[src/rtl/id_pkg.sv]
// Shared decode definitions for the ID stage: opcodes, control-word widths and
// control-bit positions within the WB / MEM / EX groups.
package id_pkg;

    localparam int WB_W  = 2;
    localparam int MEM_W = 3;
    localparam int EX_W  = 4;

    localparam logic [5:0] OP_RTYPE = 6'h00;
    localparam logic [5:0] OP_LW    = 6'h23;
    localparam logic [5:0] OP_SW    = 6'h2B;
    localparam logic [5:0] OP_BEQ   = 6'h04;
    localparam logic [5:0] OP_ADDI  = 6'h08;

    localparam int WB_REG_WRITE  = 1;
    localparam int WB_MEM_TO_REG = 0;
    localparam int MEM_BRANCH    = 2;
    localparam int MEM_MEM_READ  = 1;
    localparam int MEM_MEM_WRITE = 0;
    localparam int EX_REG_DST    = 3;
    localparam int EX_ALU_OP_HI  = 2;
    localparam int EX_ALU_OP_LO  = 1;
    localparam int EX_ALU_SRC    = 0;

    typedef struct packed {
        logic [WB_W-1:0]  wb;
        logic [MEM_W-1:0] mem;
        logic [EX_W-1:0]  ex;
    } ctrl_t;

    // Unknown opcodes decode to an all-zero (harmless) control word.
    function automatic ctrl_t decode_op(input logic [5:0] op);
        ctrl_t c;
        c = '0;
        case (op)
            OP_RTYPE: begin
                c.wb[WB_REG_WRITE]                = 1'b1;
                c.ex[EX_REG_DST]                  = 1'b1;
                c.ex[EX_ALU_OP_HI:EX_ALU_OP_LO]   = 2'b10;
            end
            OP_LW: begin
                c.wb[WB_REG_WRITE]                = 1'b1;
                c.wb[WB_MEM_TO_REG]               = 1'b1;
                c.mem[MEM_MEM_READ]               = 1'b1;
                c.ex[EX_ALU_SRC]                  = 1'b1;
            end
            OP_SW: begin
                c.mem[MEM_MEM_WRITE]              = 1'b1;
                c.ex[EX_ALU_SRC]                  = 1'b1;
            end
            OP_BEQ: begin
                c.mem[MEM_BRANCH]                 = 1'b1;
                c.ex[EX_ALU_OP_HI:EX_ALU_OP_LO]   = 2'b01;
            end
            OP_ADDI: begin
                c.wb[WB_REG_WRITE]                = 1'b1;
                c.ex[EX_ALU_SRC]                  = 1'b1;
            end
            default: c = '0;
        endcase
        return c;
    endfunction

endpackage

[src/rtl/id_stage_hz_if.sv]
// Bundle between IF/ID, write-back and the ID stage; master drives the stage
// inputs, slave is the ID stage itself.
interface id_stage_hz_if
    import id_pkg::*;
#(
    parameter int DATA_W     = 32,
    parameter int REG_ADDR_W = 5
);
    logic                  wb_reg_write;
    logic [REG_ADDR_W-1:0] wb_write_reg_location;
    logic [DATA_W-1:0]     mem_wb_write_data;
    logic [31:0]           if_id_instr;
    logic [DATA_W-1:0]     if_id_npc;
    logic                  id_flush;
    logic                  id_stall;
    logic [WB_W-1:0]       id_ex_wb;
    logic [MEM_W-1:0]      id_ex_mem;
    logic [EX_W-1:0]       id_ex_execute;
    logic [DATA_W-1:0]     id_ex_npc;
    logic [DATA_W-1:0]     id_ex_readdat1;
    logic [DATA_W-1:0]     id_ex_readdat2;
    logic [DATA_W-1:0]     id_ex_sign_ext;
    logic [REG_ADDR_W-1:0] id_ex_rs;
    logic [REG_ADDR_W-1:0] id_ex_rt;
    logic [REG_ADDR_W-1:0] id_ex_rd;

    modport master (
        output wb_reg_write, wb_write_reg_location, mem_wb_write_data,
               if_id_instr, if_id_npc, id_flush,
        input  id_stall, id_ex_wb, id_ex_mem, id_ex_execute, id_ex_npc,
               id_ex_readdat1, id_ex_readdat2, id_ex_sign_ext,
               id_ex_rs, id_ex_rt, id_ex_rd
    );

    modport slave (
        input  wb_reg_write, wb_write_reg_location, mem_wb_write_data,
               if_id_instr, if_id_npc, id_flush,
        output id_stall, id_ex_wb, id_ex_mem, id_ex_execute, id_ex_npc,
               id_ex_readdat1, id_ex_readdat2, id_ex_sign_ext,
               id_ex_rs, id_ex_rt, id_ex_rd
    );
endinterface

[src/rtl/regfile_wt.sv]
// Register file with two combinational read ports and write-through: a read of
// the register being written this cycle returns the incoming write data.
module regfile_wt #(
    parameter int DATA_W     = 32,
    parameter int REG_ADDR_W = 5
) (
    input  logic                  clk,
    input  logic                  rst,
    input  logic                  we,
    input  logic [REG_ADDR_W-1:0] waddr,
    input  logic [DATA_W-1:0]     wdata,
    input  logic [REG_ADDR_W-1:0] raddr1,
    input  logic [REG_ADDR_W-1:0] raddr2,
    output logic [DATA_W-1:0]     rdata1,
    output logic [DATA_W-1:0]     rdata2
);
    localparam int NREGS = 2 ** REG_ADDR_W;

    logic [DATA_W-1:0] regs [NREGS];
    logic              wr_live;

    // Register 0 is hard-wired to zero, so writes to it are dropped here.
    assign wr_live = we && (waddr != '0);

    always_ff @(posedge clk or posedge rst) begin
        if (rst) begin
            for (int i = 0; i < NREGS; i++) regs[i] <= '0;
        end else if (wr_live) begin
            regs[waddr] <= wdata;
        end
    end

    always_comb begin
        rdata1 = regs[raddr1];
        rdata2 = regs[raddr2];
        if (wr_live && waddr == raddr1) rdata1 = wdata;
        if (wr_live && waddr == raddr2) rdata2 = wdata;
        if (raddr1 == '0) rdata1 = '0;
        if (raddr2 == '0) rdata2 = '0;
    end
endmodule

[src/rtl/id_stage_hz.sv]
// Instruction decode stage: register read, control decode, load-use hazard
// detection and the ID/EX pipeline register.
module id_stage_hz
    import id_pkg::*;
#(
    parameter int DATA_W     = 32,
    parameter int REG_ADDR_W = 5,
    parameter int IMM_W      = 16
) (
    input  logic          clk,
    input  logic          rst,
    id_stage_hz_if.slave  bus
);
    logic [REG_ADDR_W-1:0]    rs_p0, rt_p0, rd_p0;
    logic [DATA_W-1:0]        rdata1_p0, rdata2_p0;
    logic signed [DATA_W-1:0] sext_p0;
    logic                     hazard_p0, bubble_p0;
    ctrl_t                    ctrl_p0;

    ctrl_t                    ctrl_p1;
    logic [DATA_W-1:0]        npc_p1, rdata1_p1, rdata2_p1;
    logic signed [DATA_W-1:0] sext_p1;
    logic [REG_ADDR_W-1:0]    rs_p1, rt_p1, rd_p1;

    function automatic logic signed [DATA_W-1:0] sign_extend(input logic signed [IMM_W-1:0] imm);
        return {{(DATA_W-IMM_W){imm[IMM_W-1]}}, imm};
    endfunction

    // ---- ID (p0): decode, register read, hazard ----
    assign rs_p0   = REG_ADDR_W'(bus.if_id_instr[25:21]);
    assign rt_p0   = REG_ADDR_W'(bus.if_id_instr[20:16]);
    assign rd_p0   = REG_ADDR_W'(bus.if_id_instr[15:11]);
    assign sext_p0 = sign_extend(bus.if_id_instr[IMM_W-1:0]);

    regfile_wt #(
        .DATA_W     (DATA_W),
        .REG_ADDR_W (REG_ADDR_W)
    ) u_regfile (
        .clk    (clk),
        .rst    (rst),
        .we     (bus.wb_reg_write),
        .waddr  (bus.wb_write_reg_location),
        .wdata  (bus.mem_wb_write_data),
        .raddr1 (rs_p0),
        .raddr2 (rt_p0),
        .rdata1 (rdata1_p0),
        .rdata2 (rdata2_p0)
    );

    // A load in EX whose destination feeds this instruction must wait one cycle.
    assign hazard_p0 = ctrl_p1.mem[MEM_MEM_READ] && (rt_p1 != '0) &&
                       ((rt_p1 == rs_p0) || (rt_p1 == rt_p0));
    // A flush kills the instruction anyway, so there is nothing left to hold.
    assign bus.id_stall = hazard_p0 & ~bus.id_flush;
    assign bubble_p0    = hazard_p0 | bus.id_flush;
    assign ctrl_p0      = bubble_p0 ? '0 : decode_op(bus.if_id_instr[31:26]);

    // ---- ID/EX register (p1) ----
    always_ff @(posedge clk or posedge rst) begin
        if (rst) begin
            ctrl_p1   <= '0;
            npc_p1    <= '0;
            rdata1_p1 <= '0;
            rdata2_p1 <= '0;
            sext_p1   <= '0;
            rs_p1     <= '0;
            rt_p1     <= '0;
            rd_p1     <= '0;
        end else begin
            ctrl_p1   <= ctrl_p0;
            npc_p1    <= bus.if_id_npc;
            rdata1_p1 <= rdata1_p0;
            rdata2_p1 <= rdata2_p0;
            sext_p1   <= sext_p0;
            rs_p1     <= rs_p0;
            rt_p1     <= rt_p0;
            rd_p1     <= rd_p0;
        end
    end

    assign bus.id_ex_wb       = ctrl_p1.wb;
    assign bus.id_ex_mem      = ctrl_p1.mem;
    assign bus.id_ex_execute  = ctrl_p1.ex;
    assign bus.id_ex_npc      = npc_p1;
    assign bus.id_ex_readdat1 = rdata1_p1;
    assign bus.id_ex_readdat2 = rdata2_p1;
    assign bus.id_ex_sign_ext = sext_p1;
    assign bus.id_ex_rs       = rs_p1;
    assign bus.id_ex_rt       = rt_p1;
    assign bus.id_ex_rd       = rd_p1;
endmodule

[src/flat_wrapper.sv]
// flat-port wrapper written by rule: the top's interface ports become plain ports
module id_stage_hz_flat import id_pkg::*;
#(
    parameter int DATA_W     = 32,
    parameter int REG_ADDR_W = 5,
    parameter int IMM_W      = 16
)
  (clk, rst, bus_wb_reg_write, bus_wb_write_reg_location, bus_mem_wb_write_data, bus_if_id_instr, bus_if_id_npc, bus_id_flush, bus_id_stall, bus_id_ex_wb, bus_id_ex_mem, bus_id_ex_execute, bus_id_ex_npc, bus_id_ex_readdat1, bus_id_ex_readdat2, bus_id_ex_sign_ext, bus_id_ex_rs, bus_id_ex_rt, bus_id_ex_rd);
  id_stage_hz_if #(.DATA_W(DATA_W), .REG_ADDR_W(REG_ADDR_W)) bus_i ();
  input  logic clk;
  input  logic rst;
  input wire logic [$bits(bus_i.wb_reg_write)-1:0] bus_wb_reg_write;
  input wire logic [$bits(bus_i.wb_write_reg_location)-1:0] bus_wb_write_reg_location;
  input wire logic [$bits(bus_i.mem_wb_write_data)-1:0] bus_mem_wb_write_data;
  input wire logic [$bits(bus_i.if_id_instr)-1:0] bus_if_id_instr;
  input wire logic [$bits(bus_i.if_id_npc)-1:0] bus_if_id_npc;
  input wire logic [$bits(bus_i.id_flush)-1:0] bus_id_flush;
  output wire logic [$bits(bus_i.id_stall)-1:0] bus_id_stall;
  output wire logic [$bits(bus_i.id_ex_wb)-1:0] bus_id_ex_wb;
  output wire logic [$bits(bus_i.id_ex_mem)-1:0] bus_id_ex_mem;
  output wire logic [$bits(bus_i.id_ex_execute)-1:0] bus_id_ex_execute;
  output wire logic [$bits(bus_i.id_ex_npc)-1:0] bus_id_ex_npc;
  output wire logic [$bits(bus_i.id_ex_readdat1)-1:0] bus_id_ex_readdat1;
  output wire logic [$bits(bus_i.id_ex_readdat2)-1:0] bus_id_ex_readdat2;
  output wire logic [$bits(bus_i.id_ex_sign_ext)-1:0] bus_id_ex_sign_ext;
  output wire logic [$bits(bus_i.id_ex_rs)-1:0] bus_id_ex_rs;
  output wire logic [$bits(bus_i.id_ex_rt)-1:0] bus_id_ex_rt;
  output wire logic [$bits(bus_i.id_ex_rd)-1:0] bus_id_ex_rd;
  assign bus_i.wb_reg_write = bus_wb_reg_write;
  assign bus_i.wb_write_reg_location = bus_wb_write_reg_location;
  assign bus_i.mem_wb_write_data = bus_mem_wb_write_data;
  assign bus_i.if_id_instr = bus_if_id_instr;
  assign bus_i.if_id_npc = bus_if_id_npc;
  assign bus_i.id_flush = bus_id_flush;
  assign bus_id_stall = bus_i.id_stall;
  assign bus_id_ex_wb = bus_i.id_ex_wb;
  assign bus_id_ex_mem = bus_i.id_ex_mem;
  assign bus_id_ex_execute = bus_i.id_ex_execute;
  assign bus_id_ex_npc = bus_i.id_ex_npc;
  assign bus_id_ex_readdat1 = bus_i.id_ex_readdat1;
  assign bus_id_ex_readdat2 = bus_i.id_ex_readdat2;
  assign bus_id_ex_sign_ext = bus_i.id_ex_sign_ext;
  assign bus_id_ex_rs = bus_i.id_ex_rs;
  assign bus_id_ex_rt = bus_i.id_ex_rt;
  assign bus_id_ex_rd = bus_i.id_ex_rd;
  id_stage_hz #(.DATA_W(DATA_W), .REG_ADDR_W(REG_ADDR_W), .IMM_W(IMM_W)) u_core (.clk(clk), .rst(rst), .bus(bus_i));
endmodule
[config.mk]
export PLATFORM = sky130hd
export DESIGN_NAME = id_stage_hz_flat
export DESIGN_NICKNAME = d
export VERILOG_FILES = /design/src/rtl/id_pkg.sv /design/src/rtl/id_stage_hz_if.sv /design/src/rtl/regfile_wt.sv /design/src/rtl/id_stage_hz.sv /design/src/flat_wrapper.sv
export SDC_FILE = /design/constraint.sdc
export NUM_CORES = 2
export LEC_CHECK = 0
export BUFFER_PORTS_ARGS = -buffer_cell sky130_fd_sc_hd__buf_2
export CORE_ASPECT_RATIO = 1.2
export CORE_MARGIN = 10
export CORE_UTILIZATION = 50
export CTS_BUF_LIST = sky130_fd_sc_hd__clkbuf_8
export DETAILED_ROUTE_END_ITERATION = 16
export GPL_TIMING_DRIVEN = 0
export PLACE_DENSITY_LB_ADDON = 0.08
export RECOVER_POWER = 100
export SLEW_MARGIN = 15
export SYNTH_ARGS = -nofsm -noshare
export SYNTH_HDL_FRONTEND = slang
export SYNTH_SLANG_ARGS = --single-unit
[constraint.sdc]
create_clock -name clk -period 57.6 [get_ports clk]
set_clock_uncertainty 0.2 [all_clocks]
set_input_delay 2.88 -clock clk [delete_from_list [all_inputs] [get_ports clk]]
set_output_delay 2.88 -clock clk [all_outputs]
set_load 0.05 [all_outputs]
==> flow_metrics.tcl <==
set metrics [dict create \
    status "finished with violations" \
    violations "max-capacitance violations, max-slew violations" \
    p_leak_nw 29.6 \
    wl_per_cell_um 43.9 \
    rows 137 \
    antenna_found_initial 28 \
    synth_commonest_cells "dfrtp_1 (1,153), mux2_2 (1,006), mux2i_1 (485)" \
    dr_wl_met3_mm 39.9 \
    nets 4845 \
    grt_overflow 0 \
    critical_path_class "in -> async" \
    maxSlewViolCount 1437 \
    hold_buffers 0 \
    grt_first_pass_wirelength_mm 376 \
    routabilityCongestion 1.04 \
    routed.top_layer "met5" \
    critPathMaxStageDelay_ns 4.18 \
    yosys_most_used_dff "dfrtp_1" \
    layout-drive-gt1-share_pct 38.0 \
    portBuffers 256 \
    fmax_mhz 60.0 \
    period_share_pct 28.9 \
    synth.top_cell.area_share_pct 49.1 \
    worstPathCellList "buf_2 > clkinvlp_2 > clkbuf_1 > clkbuf_1 > clkbuf_1" \
    seq_area_mm2 0.0289 \
    cts_resized 0 \
    clk_path_buf_depth 3 \
    synth_warnings 0 \
    wl_mm 283 \
    rsz0062_at_grt "no" \
    n_fill_cell 10100 \
    fp.dieH_um 396 \
    die_w_um 333 \
    place_ws_ns 49.68 \
    worstMarginPinSlew_ns 5.89 \
    syn_to_final_growth_pct 11.9 \
    synth_area_leaders "dfrtp_1 (49%), mux2_2 (19%), mux4_2 (10%)" \
    synth_cell_types 57 \
    yosysMostFrequentCell "dfrtp_1" \
    p_per_area_mw_per_mm2 35.3 \
    clk_pin_slew_ns 0.06 \
    drtIter0Drc 6702 \
    slowest_stage "clkbuf_1" \
    seq_area_frac_synth_pct 49.1 \
    syn_area_mm2 0.0588 \
    wl_met2_mm 116 \
    cts_buffers 191 \
    ys_ff_latch 1153 \
    track_usage_pct 41.9 \
    dp_hpwl_mm 185 \
    wl_met1_mm 97.9 \
    period_needed_ns 16.66 \
    hold_viol_final 0 \
    synth_edf_count 0 \
    clkLatencyLatePin_ns 1.00 \
    setup_slack_ns 40.94 \
    drv_cap 39 \
    startpoint_type "input port" \
    io_pins 258 \
    cts_sinks 1153 \
    design.core.area_mm2 0.117 \
    avgSynthCellArea_um2 13.8 \
    synth_fp_nets 4377 \
    die-area_mm2 0.132 \
    hold_path.class "reg -> reg" \
    end_kind "asynchronous set/reset pin" \
    arrival_ns 16.25 \
    finalSetupTns_ns 0 \
    grt_pass1_vias 45000 \
    synth_largest_area_cell "dfrtp_1" \
    cts_tree "built" \
    synthArstFlopShare_pct 100 \
    path_max_fanout 104 \
    vias_per_cell 7.19 \
    cpMostUsedCell "clkbuf_1" \
    vdd_ir_drop_max_v 0.0000289 \
    cts_root_buf "clkbuf_8" \
    firstDrtPassIters 8 \
    grt_max_degree 112 \
    drtAntennaViolNets 0 \
    initial_utilization_pct 50.4 \
    setup_viol_count_final 0 \
    htreeDepth 4 \
    cts_setup_buffers 0 \
    drc 0 \
    slew_headroom_pct -293 \
    vias 46300 \
    synth_cells 4272 \
    multi_input_area_mm2 0.0276 \
    cp.required_ns 57.19 \
]
==> flip-flops by register name (all words and copies together), names as in the netlist <==
signal and cells:
u_core.bus.id_ex_sign_ext 15, u_core.bus.id_ex_rt 5, u_core.u_regfile.regs 1024, u_core.bus.id_ex_npc 32
u_core.bus.id_ex_rd 1, u_core.bus.id_ex_rs 5, u_core.bus.id_ex_execute 3, u_core.bus.id_ex_readdat2 32
u_core.bus.id_ex_wb 2, u_core.bus.id_ex_readdat1 32, u_core.bus.id_ex_mem 2
==> final timing paths <==
| path | startpoint | to | slack, ns | depth (start not counted) |
|---|---|---|---|---|
| min in group asynchronous | rst | u_core.bus.id_ex_readdat1[25] | 2.34 | 2 |
| worst min register to register | u_core.u_regfile.regs[1002] | u_core.u_regfile.regs[1002] | 0.28 | 1 |
| worst max-delay path | rst | u_core.u_regfile.regs[656] | 40.94 | 5 |
| max in group clk | bus_if_id_instr[21] | bus_id_stall | 47.94 | 9 |
| worst max register to register | u_core.u_regfile.regs[51] | u_core.bus.id_ex_readdat2[19] | 54.98 | 5 |
| worst min-delay path | u_core.u_regfile.regs[1002] | u_core.u_regfile.regs[1002] | 0.28 | 1 |
==> stage by stage <==
stage                     power (mW)  util, %  instances  hold WS, ns  area [µm²]
final                           2.32     56.4       6432        0.282       65700
after global routing            2.38     56.4       6417        0.301       65700
after CTS                       2.31     57.0       6416        0.282       66400
after detailed placement        1.56     53.7       6076        0.266       62600
after global placement          1.55     53.2       6057        0.252       62000
after floorplan                 1.39        -       4272        0.241       58800
==> kinds of logic (layout without fill, tap and decap cells) <==
kind of cell	count (synthesis)	in the layout	synth area share, %
XOR/XNOR	20	20	0.298
buffers and inverters	483	1098	3.87
AO/OA/AOI/OAI	493	493	6.11
AND/OR/NAND/NOR	369	369	3.02
flip-flops	1153	1153	49.1
multiplexers	1754	1754	37.6
other	0	16	0
==> cell usage in the layout, fill, tap and decap left out, drive strengths merged, types with 10 or more instances in the layout <==
cell	n
o21bai	12
clkbuf	725
a221oi	97
a21oi	24
o31ai	10
diode	16
mux2i	485
a21o	34
nor4	45
a22o	17
o22ai	115
nor3	35
nor2	113
a22oi	44
nand2	98
mux4	262
a31oi	14
dfrtp	1153
mux2	1007
xor2	11
o221ai	20
o21ai	72
inv	67
buf	272
clkinv	24
nand3	23
==> worst max-delay path, delay by kind of cell <==
kind	cells	cell delay (ns)
buffers and inverters	5	13.04
==> layer usage <==
layer,vias up,global-route usage [%]
li1,17100,-
met1,23900,49.1
met2,3903,58.5
met3,1333,18.7
met4,26,34.8
met5,-,0.0733
==> power breakdown <==
group	switching [mW]	leakage [nW]	internal (mW)	total, mW
sequential	0.108	14.7	0.955	1.06
clock	0.363	2.24	0.393	0.756
combinational	0.273	12.7	0.232	0.504
total	0.744	29.6	1.58	2.32
==> area by class of cell <==
cell class	count	share of cell area, %
Inverter	3	0.0190
Timing Repair Buffer	275	1.89
Antenna cell	16	0.0609
Clock buffer	242	5.07
Buffer	480	3.41
Multi-Input combinational cell	2636	42.0
Tap cell	1529	2.91
Sequential cell	1153	43.9
Clock inverter	98	0.801
Power figures use the tool's default switching activity.
